`config.mk`:
```
export PLATFORM = sky130hd
export DESIGN_NAME = mem_access_seq
export DESIGN_NICKNAME = d
export VERILOG_FILES = /design/src/rtl/mem_access_seq.sv
export SDC_FILE = /design/constraint.sdc
export NUM_CORES = 1
export LEC_CHECK = 0
export CORE_ASPECT_RATIO = 1.75
export CORE_MARGIN = 2
export CORE_UTILIZATION = 35
export DETAILED_ROUTE_END_ITERATION = 10
export PLACE_DENSITY = 0.66
export REMOVE_ABC_BUFFERS = 1
export SETUP_SLACK_MARGIN = 0.4
export SYNTH_ARGS = -nofsm -noshare
export SYNTH_HDL_FRONTEND = slang
export SYNTH_SLANG_ARGS = --single-unit
```
`constraint.sdc`:
```
create_clock -name clk -period 4.2 [get_ports clk]
set_input_delay 0.63 -clock clk [delete_from_list [all_inputs] [get_ports clk]]
set_output_delay 0.63 -clock clk [all_outputs]
set_load 0.05 [all_outputs]
```
`src/rtl/mem_access_seq.sv`:
```
// Byte-serial load/store sequencer: LW/SW done in 6/5 cycles, LB/SB in 3/2; waits on grant_i, rdy=0 freezes all.
// Build option MISALIGN_CHECK_EN: misaligned H/W accesses finish with misalign_o and no memory traffic.
module mem_access_seq (
  input  logic        clk,
  input  logic        rst,
  input  logic        rdy,
  input  logic        start_i,
  input  logic [2:0]  op_i,
  input  logic        we_i,
  input  logic [31:0] addr_i,
  input  logic [31:0] wdata_i,
  input  logic        grant_i,
  input  logic [7:0]  ram_din_i,
  output logic        mem_request_o,
  output logic [31:0] mem_addr_o,
  output logic        write_o,
  output logic [7:0]  wdata_o,
  output logic        busy_o,
  output logic        done_o,
  output logic [31:0] rdata_o,
  output logic        misalign_o
);

  typedef enum logic [1:0] {IDLE, ISSUE, LAST, DONE} state_t;

  state_t      state;
  logic [2:0]  op_r;
  logic        we_r;
  logic [31:0] addr_r;
  logic [31:0] wdata_r;
  logic [1:0]  k;
  logic        cap_vld;
  logic [1:0]  cap_k;
  logic [31:0] ld_buf;
  logic [31:0] full;
  logic [31:0] ext;
  logic [1:0]  last_k;
  logic        skip;
  logic        req_act;

`ifdef MISALIGN_CHECK_EN
  logic mis_r;
  assign skip = mis_r;
`else
  assign skip = 1'b0;
`endif

  always_comb begin
    case (op_r[1:0])
      2'b00:   last_k = 2'd0;
      2'b01:   last_k = 2'd1;
      default: last_k = 2'd3;
    endcase
  end

  // Buffer with the byte arriving this cycle merged in, so the final byte can be extended on the LAST edge
  always_comb begin
    full = ld_buf;
    if (cap_vld)
      full[{cap_k, 3'b000} +: 8] = ram_din_i;
  end

  always_comb begin
    case (op_r)
      3'b000:  ext = {{24{full[7]}}, full[7:0]};
      3'b001:  ext = {{16{full[15]}}, full[15:0]};
      3'b100:  ext = {24'd0, full[7:0]};
      3'b101:  ext = {16'd0, full[15:0]};
      default: ext = full;
    endcase
  end

  assign req_act       = rdy && (state == ISSUE) && !skip;
  assign mem_request_o = req_act;
  assign mem_addr_o    = req_act ? (addr_r + {30'd0, k}) : 32'd0;
  assign write_o       = req_act && we_r;
  assign wdata_o       = (req_act && we_r) ? wdata_r[{k, 3'b000} +: 8] : 8'd0;
  assign busy_o        = (state == ISSUE) || (state == LAST);
  assign done_o        = rdy && (state == DONE);
  assign misalign_o    = done_o && skip;

  always_ff @(posedge clk) begin
    if (rst) begin
      state   <= IDLE;
      op_r    <= 3'd0;
      we_r    <= 1'b0;
      addr_r  <= 32'd0;
      wdata_r <= 32'd0;
      k       <= 2'd0;
      cap_vld <= 1'b0;
      cap_k   <= 2'd0;
      ld_buf  <= 32'd0;
      rdata_o <= 32'd0;
`ifdef MISALIGN_CHECK_EN
      mis_r   <= 1'b0;
`endif
    end else if (rdy) begin
      // A byte read under grant arrives one cycle later whatever grant_i does then
      cap_vld <= 1'b0;
      if (cap_vld)
        ld_buf <= full;
      case (state)
        IDLE: begin
          if (start_i) begin
            op_r    <= op_i;
            we_r    <= we_i;
            addr_r  <= addr_i;
            wdata_r <= wdata_i;
            k       <= 2'd0;
`ifdef MISALIGN_CHECK_EN
            mis_r   <= (op_i[1:0] == 2'b01 && addr_i[0]) ||
                       (op_i[1:0] == 2'b10 && addr_i[1:0] != 2'b00);
`endif
            state   <= ISSUE;
          end
        end
        ISSUE: begin
          if (skip) begin
            state <= DONE;
          end else if (grant_i) begin
            cap_vld <= !we_r;
            cap_k   <= k;
            if (k == last_k)
              state <= we_r ? DONE : LAST;
            else
              k <= k + 2'd1;
          end
        end
        LAST: begin
          rdata_o <= ext;
          state   <= DONE;
        end
        DONE: begin
          state <= IDLE;
        end
        default: state <= IDLE;
      endcase
    end
  end

endmodule

```
==> flow_metrics.tcl, run 1 <==
set metrics [dict create \
    grt_setup_unrepaired "no" \
    ios 158 \
    leakage_component_of_the_power_nw 3.02 \
    cts.clk_slew.worst_paths_ns 0.06 \
    start_util_pct 35.4 \
    worst_hold_path.num_cells 2 \
    multiInputGateArea_um2 3650 \
    yosysUniqueCellTypes 52 \
    timing_max_transition_violations_final 0 \
    place_hpwl_mm 14.5 \
    maximum_clock_path_buffer_count 2 \
    cts_tree "done" \
    total_placed_cells_including_tap_cells 1197 \
    ys_seq_elements 139 \
    grt_antenna_before_repair 1 \
    hp-start "ld_buf[23]" \
    timing.final.crit_share_pct 86.3 \
    fp.coreArea_um2 18900 \
    ff2ff_setup_slack_ns 1.62 \
    gr-total-overflow 0 \
    drc 0 \
    clock-skew-final_ns 0.0158 \
    final.setup.worst_slack_ns 0.575 \
    async_reset_ff_share_pct 0 \
    setup_total_negative_slack_ns 0 \
    ant_nets 0 \
    max_cap_violations 0 \
    synth-seq-area-share_pct 41.5 \
    cts-resized-gates 0 \
    dp_slack_ns 0.713 \
    syn_inst 851 \
    worstSetupStartpoint "addr_r[12]" \
    slew-limit-headroom_pct 30.7 \
    syn_to_final_growth_pct 35.2 \
    routed_wirelength_mm 20.0 \
    die_y_um 187 \
    grt_max_degree 99 \
    h-tree-depth 4 \
    clock_latency_ns 0.42 \
    drive_above_1_share_pct 8.11 \
    routed_vias 6413 \
    post_drt_via_cell_ratio 5.22 \
    die_x_um 109 \
    place_congestion 0.885 \
    cp_data_arrival_time_ns 3.00 \
    worst-path-max-fanout 16 \
    r2r-start "state[1]" \
    synth_area_per_cell_um2 7.89 \
    first_global_vias 6085 \
    tightestPinTransition_ns 1.04 \
    clock_sink_count 139 \
    min_to "ld_buf[23]" \
    synthFlopType "dfxtp_1" \
    clock.fmax_ghz 0.276 \
    commonest_cells_after_routing_fill_and_taps_aside "nand2_1, clkdlybuf4s50_1, dfxtp_1, a21oi_1, nor2_1" \
    post_cts.repair.setup_buffers 0 \
    layout.cells.most_common "nand2_1" \
    fin_crit_ns 3.63 \
    cts_made_buffers 17 \
    worstHoldPathType "flip-flop to flip-flop" \
    register_area_um2 2780 \
    rr_worst_depth 7 \
    netlist_area_um2 6710 \
    ctsHoldBuffers 0 \
    instances_no_fill 1229 \
    timing_worst_setup_path_type "flip-flop to primary output" \
    ys.warnings.count 0 \
    worstPathRequired_ns 3.57 \
    power.density_nw_per_um2 352 \
    first_pass_grt_wire_length_mm 31.3 \
    rows 67 \
    placement.io_buffers 156 \
    grtUsageTotal_pct 19.6 \
    outcome "finished, final reports clean" \
    ctsRootBufferMaster "clkbuf_16" \
    filler_cell_count 1884 \
    endpoint_kind "primary output" \
    setup_viol 0 \
    final_layout_net_count 1067 \
    detailedRoute.firstIterationViolations 306 \
    synth_enable_flop_cells 0 \
    vdd.ir_drop.worst_uv 258 \
    floorplan.die_area_um2 20300 \
    wl_per_cell_um 16.2 \
    reg2reg_to "cap_k[1]" \
    firstDrtPassIters 5 \
    final_hold_viol_count 0 \
    critPathLaunchType "flip-flop" \
]
[where the power goes]
group          switching, mW  leakage (nW)  total, mW  internal, mW
clock network          0.599         0.255       1.37         0.770
logic                  0.233          1.63      0.403         0.170
registers             0.0469          1.13       1.42          1.37
[registers in the layout (all words and copies together) (netlist names)]
signal,flops
k,2
cap_vld,1
addr_r,32
ld_buf,32
rdata_o,32
wdata_r,32
cap_k,2
we_r,1
state,2
op_r,3
[per-layer routing]
metal,track usage [%],part of all wire [%],wire (um),up-vias
met3,3.76,4.5,906,40
met4,7.84,3.2,648,0
met1,21.1,38,7630,2971
met5,0,0,0,-
met2,36.3,54,10800,169
li1,-,-,-,3233
[cell families (layout without fill, tap and decap cells)]
| kind of cell | count (synthesis) | in the layout | synth area share (%) |
|---|---|---|---|
| and+or+nand+nor | 387 | 387 | 27.0 |
| AOI/OAI and AO/OA | 211 | 211 | 19.6 |
| DFF | 139 | 139 | 41.5 |
| buffers and inverters | 74 | 210 | 4.29 |
| muxes | 15 | 15 | 3.73 |
| xor gates and xnor gates | 13 | 13 | 1.70 |
| adders and majority gates | 11 | 11 | 2.16 |
| other | 1 | 2 | 0.0559 |
[cell type report]
| cell class | instances | share of cell area, % |
|---|---|---|
| repair buffers | 169 | 19.5 |
| clock buffers | 18 | 4.84 |
| inverters | 10 | 0.414 |
| flip-flops and latches | 139 | 30.7 |
| clock inverters | 13 | 1.03 |
| diodes | 1 | 0.0276 |
| well taps | 241 | 3.32 |
| multi-input cells | 638 | 40.2 |
[synthesized netlist by cell type (6+ instances only)]
master      n  share of area (%)
inv_1      10               0.56
nand4_1    10               0.93
o21ai_0    24                1.8
nand2b_1    6               0.56
xor2_1      6               0.78
and2_1     21                2.0
nor4_1      6               0.56
a211oi_1   48                5.4
xnor2_1     7               0.91
a32oi_1     7               0.91
nor3_1      8               0.60
or4_1       7               0.78
buf_1       7               0.39
nor2_1     74                4.1
and3_1     19                1.8
nor2b_1     8               0.75
nand3_1    24                1.8
mux2i_1     7                1.0
o31ai_1     7               0.78
mux4_2      8                2.7
nand2_1   172                9.6
dfxtp_1   139                 41
clkbuf_1   51                2.9
a21oi_1    96                7.2
ha_1       10                1.9
or2_2       7               0.65
nor3b_1    10                1.1
a22oi_1    15                1.7
[stage by stage]
step                      cell area (um^2)  power [mW]  utilization (%)  hold WS [ns]
after detailed placement              8540        1.86             45.1         0.442
after floorplan                       6460        1.65                -         0.426
final                                 9070        3.19             47.9         0.448
after CTS                             9070        3.23             47.9         0.451
after global routing                  9070        3.33             47.9         0.470
after global placement                8540        1.85             45.1         0.437
[critical path, stage by stage (launching register included)]
cell and delay [ns]:
dfxtp_1 0.44, nand4_2 0.16, or4_1 0.81, o31ai_1 0.32, a21oi_1 0.10, clkdlybuf4s50_1 0.74
[worst max path at each step]
stage | endpoint | slack [ns]
global placement | mem_addr_o[21] | 0.79
CTS | mem_addr_o[21] | 0.58
finish | mem_addr_o[21] | 0.57
floorplan | mem_addr_o[26] | 0.53
detailed placement | mem_addr_o[25] | 0.71
global route | mem_addr_o[21] | 0.42
(Power assumes the default switching activity.)
==> run 2: changes to the inputs <==
Settings changed: CORE_ASPECT_RATIO 1.75 to 1.2, PLACE_DENSITY 0.66 to 0.68.
Clock period 4.2 ns to 2.9 ns, I/O delays scaled along.
==> run 2 against run 1 <==
  * Via count grew 4.2%
  * Clock power grew 50%
  * First-iteration DRC count grew 15%
  * Largest cell class unchanged
  * Highest routed layer is now met5
==> flow_metrics.tcl, run 2 (synthesized netlist as in run 1, its figures left out) <==
set metrics [dict create \
    die_x_um 130 \
    layout.cells.most_common "nand2_1" \
    placement.cell_area_um2 8910 \
    drc 0 \
    filler_cell_count 1755 \
    power.density_nw_per_um2 469 \
    worst-path-max-fanout 5 \
    h-tree-depth 4 \
    clock_latency_ns 0.42 \
    rows 55 \
    first_global_vias 6334 \
    total_placed_cells_including_tap_cells 1220 \
    ff2ff_setup_slack_ns 0.66 \
    critPathMostFrequentCell "or4_4" \
    leakage_component_of_the_power_nw 3.42 \
    endpoint_kind "primary output" \
    fp.coreArea_um2 18900 \
    cts_tree "done" \
    tightestPinTransition_ns 0.815 \
    grtUsageTotal_pct 19.9 \
    grt_max_degree 68 \
    ant_nets 0 \
    ios 158 \
    grt_setup_unrepaired "yes" \
    die_y_um 156 \
    worstPathRequired_ns 2.47 \
    critical_path_buf_inv_count 1 \
    max_cap_violations 0 \
    post_drt_via_cell_ratio 5.23 \
    cts.clk_slew.worst_paths_ns 0.06 \
    wl_per_cell_um 15.9 \
    worst_path_largest_cell_delay_ns 0.53 \
    routed_wirelength_mm 20.3 \
    worstPathCellList "nand4_1 > or4_4 > or4_4 > a21oi_4 > buf_12" \
    timing.final.crit_share_pct 97.0 \
    final.setup.worst_slack_ns 0.0868 \
    commonest_cells_after_routing_fill_and_taps_aside "nand2_1, dfxtp_1, clkdlybuf4s50_1, a21oi_1, nor2_1" \
    r2r-start "cap_k[0]" \
    slew-limit-headroom_pct 45.6 \
    outcome "finished, final reports clean" \
    routed_vias 6683 \
    setup_total_negative_slack_ns 0 \
    final_layout_net_count 1102 \
    hp-start "ld_buf[19]" \
    grt_antenna_before_repair 1 \
    clock_sink_count 139 \
    firstDrtPassIters 5 \
    placement.io_buffers 156 \
    n_antenna_cell 0 \
    fin_crit_ns 2.81 \
    floorplan.die_area_um2 20300 \
    ctsHoldBuffers 0 \
    timing.hold.ws_ns 0.450 \
    start_util_pct 35.6 \
    power.total_mw 4.75 \
    timing_worst_setup_path_type "flip-flop to primary output" \
    cts_made_buffers 17 \
    place_congestion 0.828 \
    timing_max_transition_violations_final 0 \
    instances_no_fill 1279 \
    first_pass_grt_wire_length_mm 31.9 \
    vdd.ir_drop.worst_uv 381 \
    place_hpwl_mm 13.5 \
    detailedRoute.firstIterationViolations 352 \
    cp_data_arrival_time_ns 2.38 \
    min_to "ld_buf[19]" \
    reg2reg_to "rdata_o[22]" \
    syn_to_final_growth_pct 50.9 \
    slowest_stage "or4_4" \
    gr-total-overflow 0 \
    worstHoldPathType "flip-flop to flip-flop" \
    dp_slack_ns 0.180 \
    clock-skew-final_ns 0.0110 \
    postLayoutCoreUtil_pct 53.7 \
    worst_hold_path.num_cells 2 \
    worst_path_dominant_cell_family "simple AND/OR/NAND/NOR gates" \
    setup_viol 0 \
    maximum_clock_path_buffer_count 2 \
    critPathLaunchType "flip-flop" \
    final_hold_viol_count 0 \
    drive_above_1_share_pct 21.2 \
    clock.fmax_ghz 0.355 \
    rr_worst_depth 8 \
    stdcell_area_um2 10100 \
    ctsRootBufferMaster "clkbuf_16" \
]
==> run 2: cell types whose count changed in the layout (fill, tap and decap cells not counted), sizes merged <==
cell	change
or4	+1
inv	-2
dlymetal6s2s	+1
bufinv	+1
clkinvlp	+1
diode	-1
buf	+59
bufbuf	+1
clkbuf	+2
clkinv	+1
clkdlybuf4s50	-29
==> run 2: worst max-delay path by stage <==
stage,slack (ns),cells past startpoint,endpoint,start
detailed placement,0.18,5,mem_addr_o[27],addr_r[11]
CTS,0.12,7,mem_addr_o[28],addr_r[0]
global placement,0.19,5,mem_addr_o[27],addr_r[11]
finish,0.09,5,mem_addr_o[26],addr_r[9]
floorplan,-0.57,6,mem_addr_o[26],k[0]
global route,-0.03,8,mem_addr_o[30],k[0]
==> run 2: report_power, final <==
| group | switching [mW] | internal (mW) |
|---|---|---|
| combinational | 0.361 | 0.278 |
| clock | 0.852 | 1.20 |
| sequential | 0.0695 | 1.99 |
| total | 1.28 | 3.47 |
==> run 2: final cells by class <==
cell class	count	area, um^2	share of cell area (%)
clock buffers	18	439	4.34
clock inverters	14	120	1.19
inverters	10	41.3	0.408
multi-input cells	639	4010	39.6
flip-flops and latches	139	2830	27.9
well taps	256	320	3.16
repair buffers	203	2370	23.4
==> run 2: worst min-delay path, stage by stage, from the launching register on <==
cell	delay, ns
dfxtp_1	0.30
nand2_1	0.05
a21oi_1	0.05
==> run 2: routing by layer <==
layer | track usage (%) | vias up | routed length, um
met1 | 23.9 | 3128 | 8510
met4 | 7.14 | 2 | 375
met2 | 34.4 | 200 | 10300
met3 | 4.63 | 30 | 1080
li1 | - | 3323 | -
met5 | 0 | - | 10
==> run 2: what timing repair did <==
| item | CTS | global route |
|---|---|---|
| setup endpoints to repair | 33 | 55 |
| buffers inserted | 9 | 17 |
| hold endpoints to repair | 0 | 0 |
| gates cloned | 1 | 0 |
| pin swaps | 28 | 19 |
| gates resized for setup | 61 | 53 |
==> run 3: changes to the inputs <==
Settings changed: SETUP_SLACK_MARGIN 0.4 to not set.
==> run 3 against run 2 <==
  * Register-to-register slack worse by 0.20 ns
  * Largest cell class unchanged
  * Sequential power about the same
  * Sequential share of layout area up 1.0 points
  * Critical path depth unchanged
  * Utilization down 2.4 points
  * Global-route usage down 0.59 points
  * Count of clock-buffer cells in the layout unchanged
==> flow_metrics.tcl, run 3 (synthesized netlist as in run 1, its figures left out) <==
set metrics [dict create \
    multiInputGateArea_um2 3810 \
    clock_latency_ns 0.42 \
    grt_max_degree 68 \
    grt_antenna_before_repair 1 \
    endpoint_kind "primary output" \
    seq_power_share_pct 43.6 \
    start_util_pct 35.6 \
    cts_tree "done" \
    grt_setup_unrepaired "yes" \
    cts_made_buffers 17 \
    first_global_vias 6164 \
    wl_per_cell_um 15.7 \
    routed_vias 6548 \
    grtUsageTotal_pct 19.3 \
    cp_data_arrival_time_ns 2.44 \
    routed_wirelength_mm 19.7 \
    outcome "finished, final reports clean" \
    worstHoldPathType "flip-flop to flip-flop" \
    clock_sink_count 139 \
    post_drt_via_cell_ratio 5.21 \
    timing.final.crit_share_pct 99.2 \
    ios 158 \
    worst_path_largest_cell_delay_ns 0.65 \
    setup_viol 0 \
    tightestPinTransition_ns 0.811 \
    clock-skew-final_ns 0.00665 \
    ctsRootBufferMaster "clkbuf_16" \
    register_area_um2 2800 \
    worstPathCellList "nand4_1 > or4_4 > or4_4 > a21oi_4 > buf_12" \
    ff2ff_setup_slack_ns 0.46 \
    power.density_nw_per_um2 488 \
    die_x_um 130 \
    n_antenna_cell 0 \
    gr-total-overflow 0 \
    max_cap_violations 0 \
    clock.fmax_ghz 0.348 \
    place_congestion 0.828 \
    firstDrtPassIters 4 \
    critPathMostFrequentCell "or4_4" \
    final.setup.worst_slack_ns 0.0225 \
    placement.io_buffers 156 \
    final_layout_net_count 1079 \
    worst-path-max-fanout 6 \
    leakage_component_of_the_power_nw 3.25 \
    timing_max_transition_violations_final 0 \
    floorplan.die_area_um2 20300 \
    detailedRoute.firstIterationViolations 388 \
    worst_path_dominant_cell_family "simple AND/OR/NAND/NOR gates" \
    slowest_stage "or4_4" \
    fin_crit_ns 2.88 \
    critical_path_buf_inv_count 1 \
    worstSetupStartpoint "addr_r[8]" \
    timing_worst_setup_path_type "flip-flop to primary output" \
    die_y_um 156 \
    postLayoutCoreUtil_pct 51.3 \
    portion_of_total_power_attributed_to_the_clock_network_pct 43.5 \
    combPwrFrac_pct 12.9 \
    worstPathRequired_ns 2.47 \
    rows 55 \
    instances_no_fill 1256 \
    commonest_cells_after_routing_fill_and_taps_aside "nand2_1, dfxtp_1, clkdlybuf4s50_1, a21oi_1, nor2_1" \
    vdd.ir_drop.worst_uv 380 \
    net_switching_power_figure_mw 1.27 \
    layout.cells.most_common "nand2_1" \
    netSwitchingFraction_pct 26.9 \
    drive_above_1_share_pct 15.5 \
    r2r-start "cap_k[0]" \
    syn_to_final_growth_pct 44.2 \
    maximum_clock_path_buffer_count 2 \
    cellInternalPower_mw 3.45 \
    cts.clk_slew.worst_paths_ns 0.06 \
    filler_cell_count 1822 \
    ant_nets 0 \
    ctsHoldBuffers 0 \
    final_hold_viol_count 0 \
    first_pass_grt_wire_length_mm 31.0 \
    power.total_mw 4.72 \
    hp-start "ld_buf[19]" \
    h-tree-depth 4 \
    critPathLaunchType "flip-flop" \
    slew-limit-headroom_pct 45.8 \
    setup_total_negative_slack_ns 0 \
    drc 0 \
    place_hpwl_mm 13.5 \
    dp_slack_ns 0.180 \
    fp.coreArea_um2 18900 \
    total_placed_cells_including_tap_cells 1220 \
]
## run 3: cell types whose count changed in the layout (fill, tap and decap cells not counted), sizes merged
cell	before	now
dlymetal6s2s	1	0
buf	88	68
bufbuf	1	0
clkdlybuf4s50	111	112
clkinvlp	5	4
inv	12	13
clkbuf	20	18
## run 3: repair_timing
| action | CTS | global route |
|---|---|---|
| endpoints found under the setup margin | 10 | 13 |
| gates cloned | 0 | 1 |
| gates resized for setup | 15 | 29 |
| pin swaps | 3 | 13 |
| setup buffers | 1 | 2 |
## run 3: per-layer routing
| layer | GRT usage, % | wire length [um] | up-vias |
|---|---|---|---|
| met5 | 0 | 10 | - |
| met4 | 6.84 | 363 | 2 |
| met3 | 4.22 | 974 | 30 |
| met2 | 33.0 | 9950 | 195 |
| met1 | 23.8 | 8380 | 3057 |
| li1 | - | - | 3264 |
## run 3: final cells by class
type / instances / share of cell area [%]
Multi-Input combinational cell: 639 / 39.4
Sequential cell: 139 / 28.9
Timing Repair Buffer: 180 / 22.2
Clock buffer: 18 / 4.54
Tap cell: 256 / 3.31
Clock inverter: 14 / 1.24
Inverter: 10 / 0.388
## run 3: worst reg2reg max path, stage by stage, from the launching register on
cell      delay, ns
dfxtp_1        0.47
inv_1          0.10
ha_1           0.53
buf_4          0.24
nor3b_1        0.24
buf_4          0.24
and3_1         0.17
o21ai_0        0.09
a211oi_1       0.28
## run 3: path summary, 6_finish.rpt
check / endpoint / depth (start not counted)
max reg2reg: rdata_o[22] / 8
max: mem_addr_o[27] / 5
min reg2reg: ld_buf[19] / 2
min: ld_buf[19] / 2
## run 3: power by group through the flow
stage               sequential, mW  combinational, mW  clock [mW]
global placement              2.09              0.599           0
CTS                           2.06              0.608        2.10
detailed placement            2.10              0.603           0
floorplan                     2.14              0.249           0
global route                  2.07              0.666        2.20
finish                        2.06              0.610        2.05
## run 3: through the flow
step | hold slack, ns | instance area (um^2)
6_report | 0.450 | 9670
5_1_grt | 0.463 | 9670
4_1_cts | 0.448 | 9520
3_5_place_dp | 0.443 | 8910
3_3_place_gp | 0.437 | 8910
2_1_floorplan | 0.426 | 6460
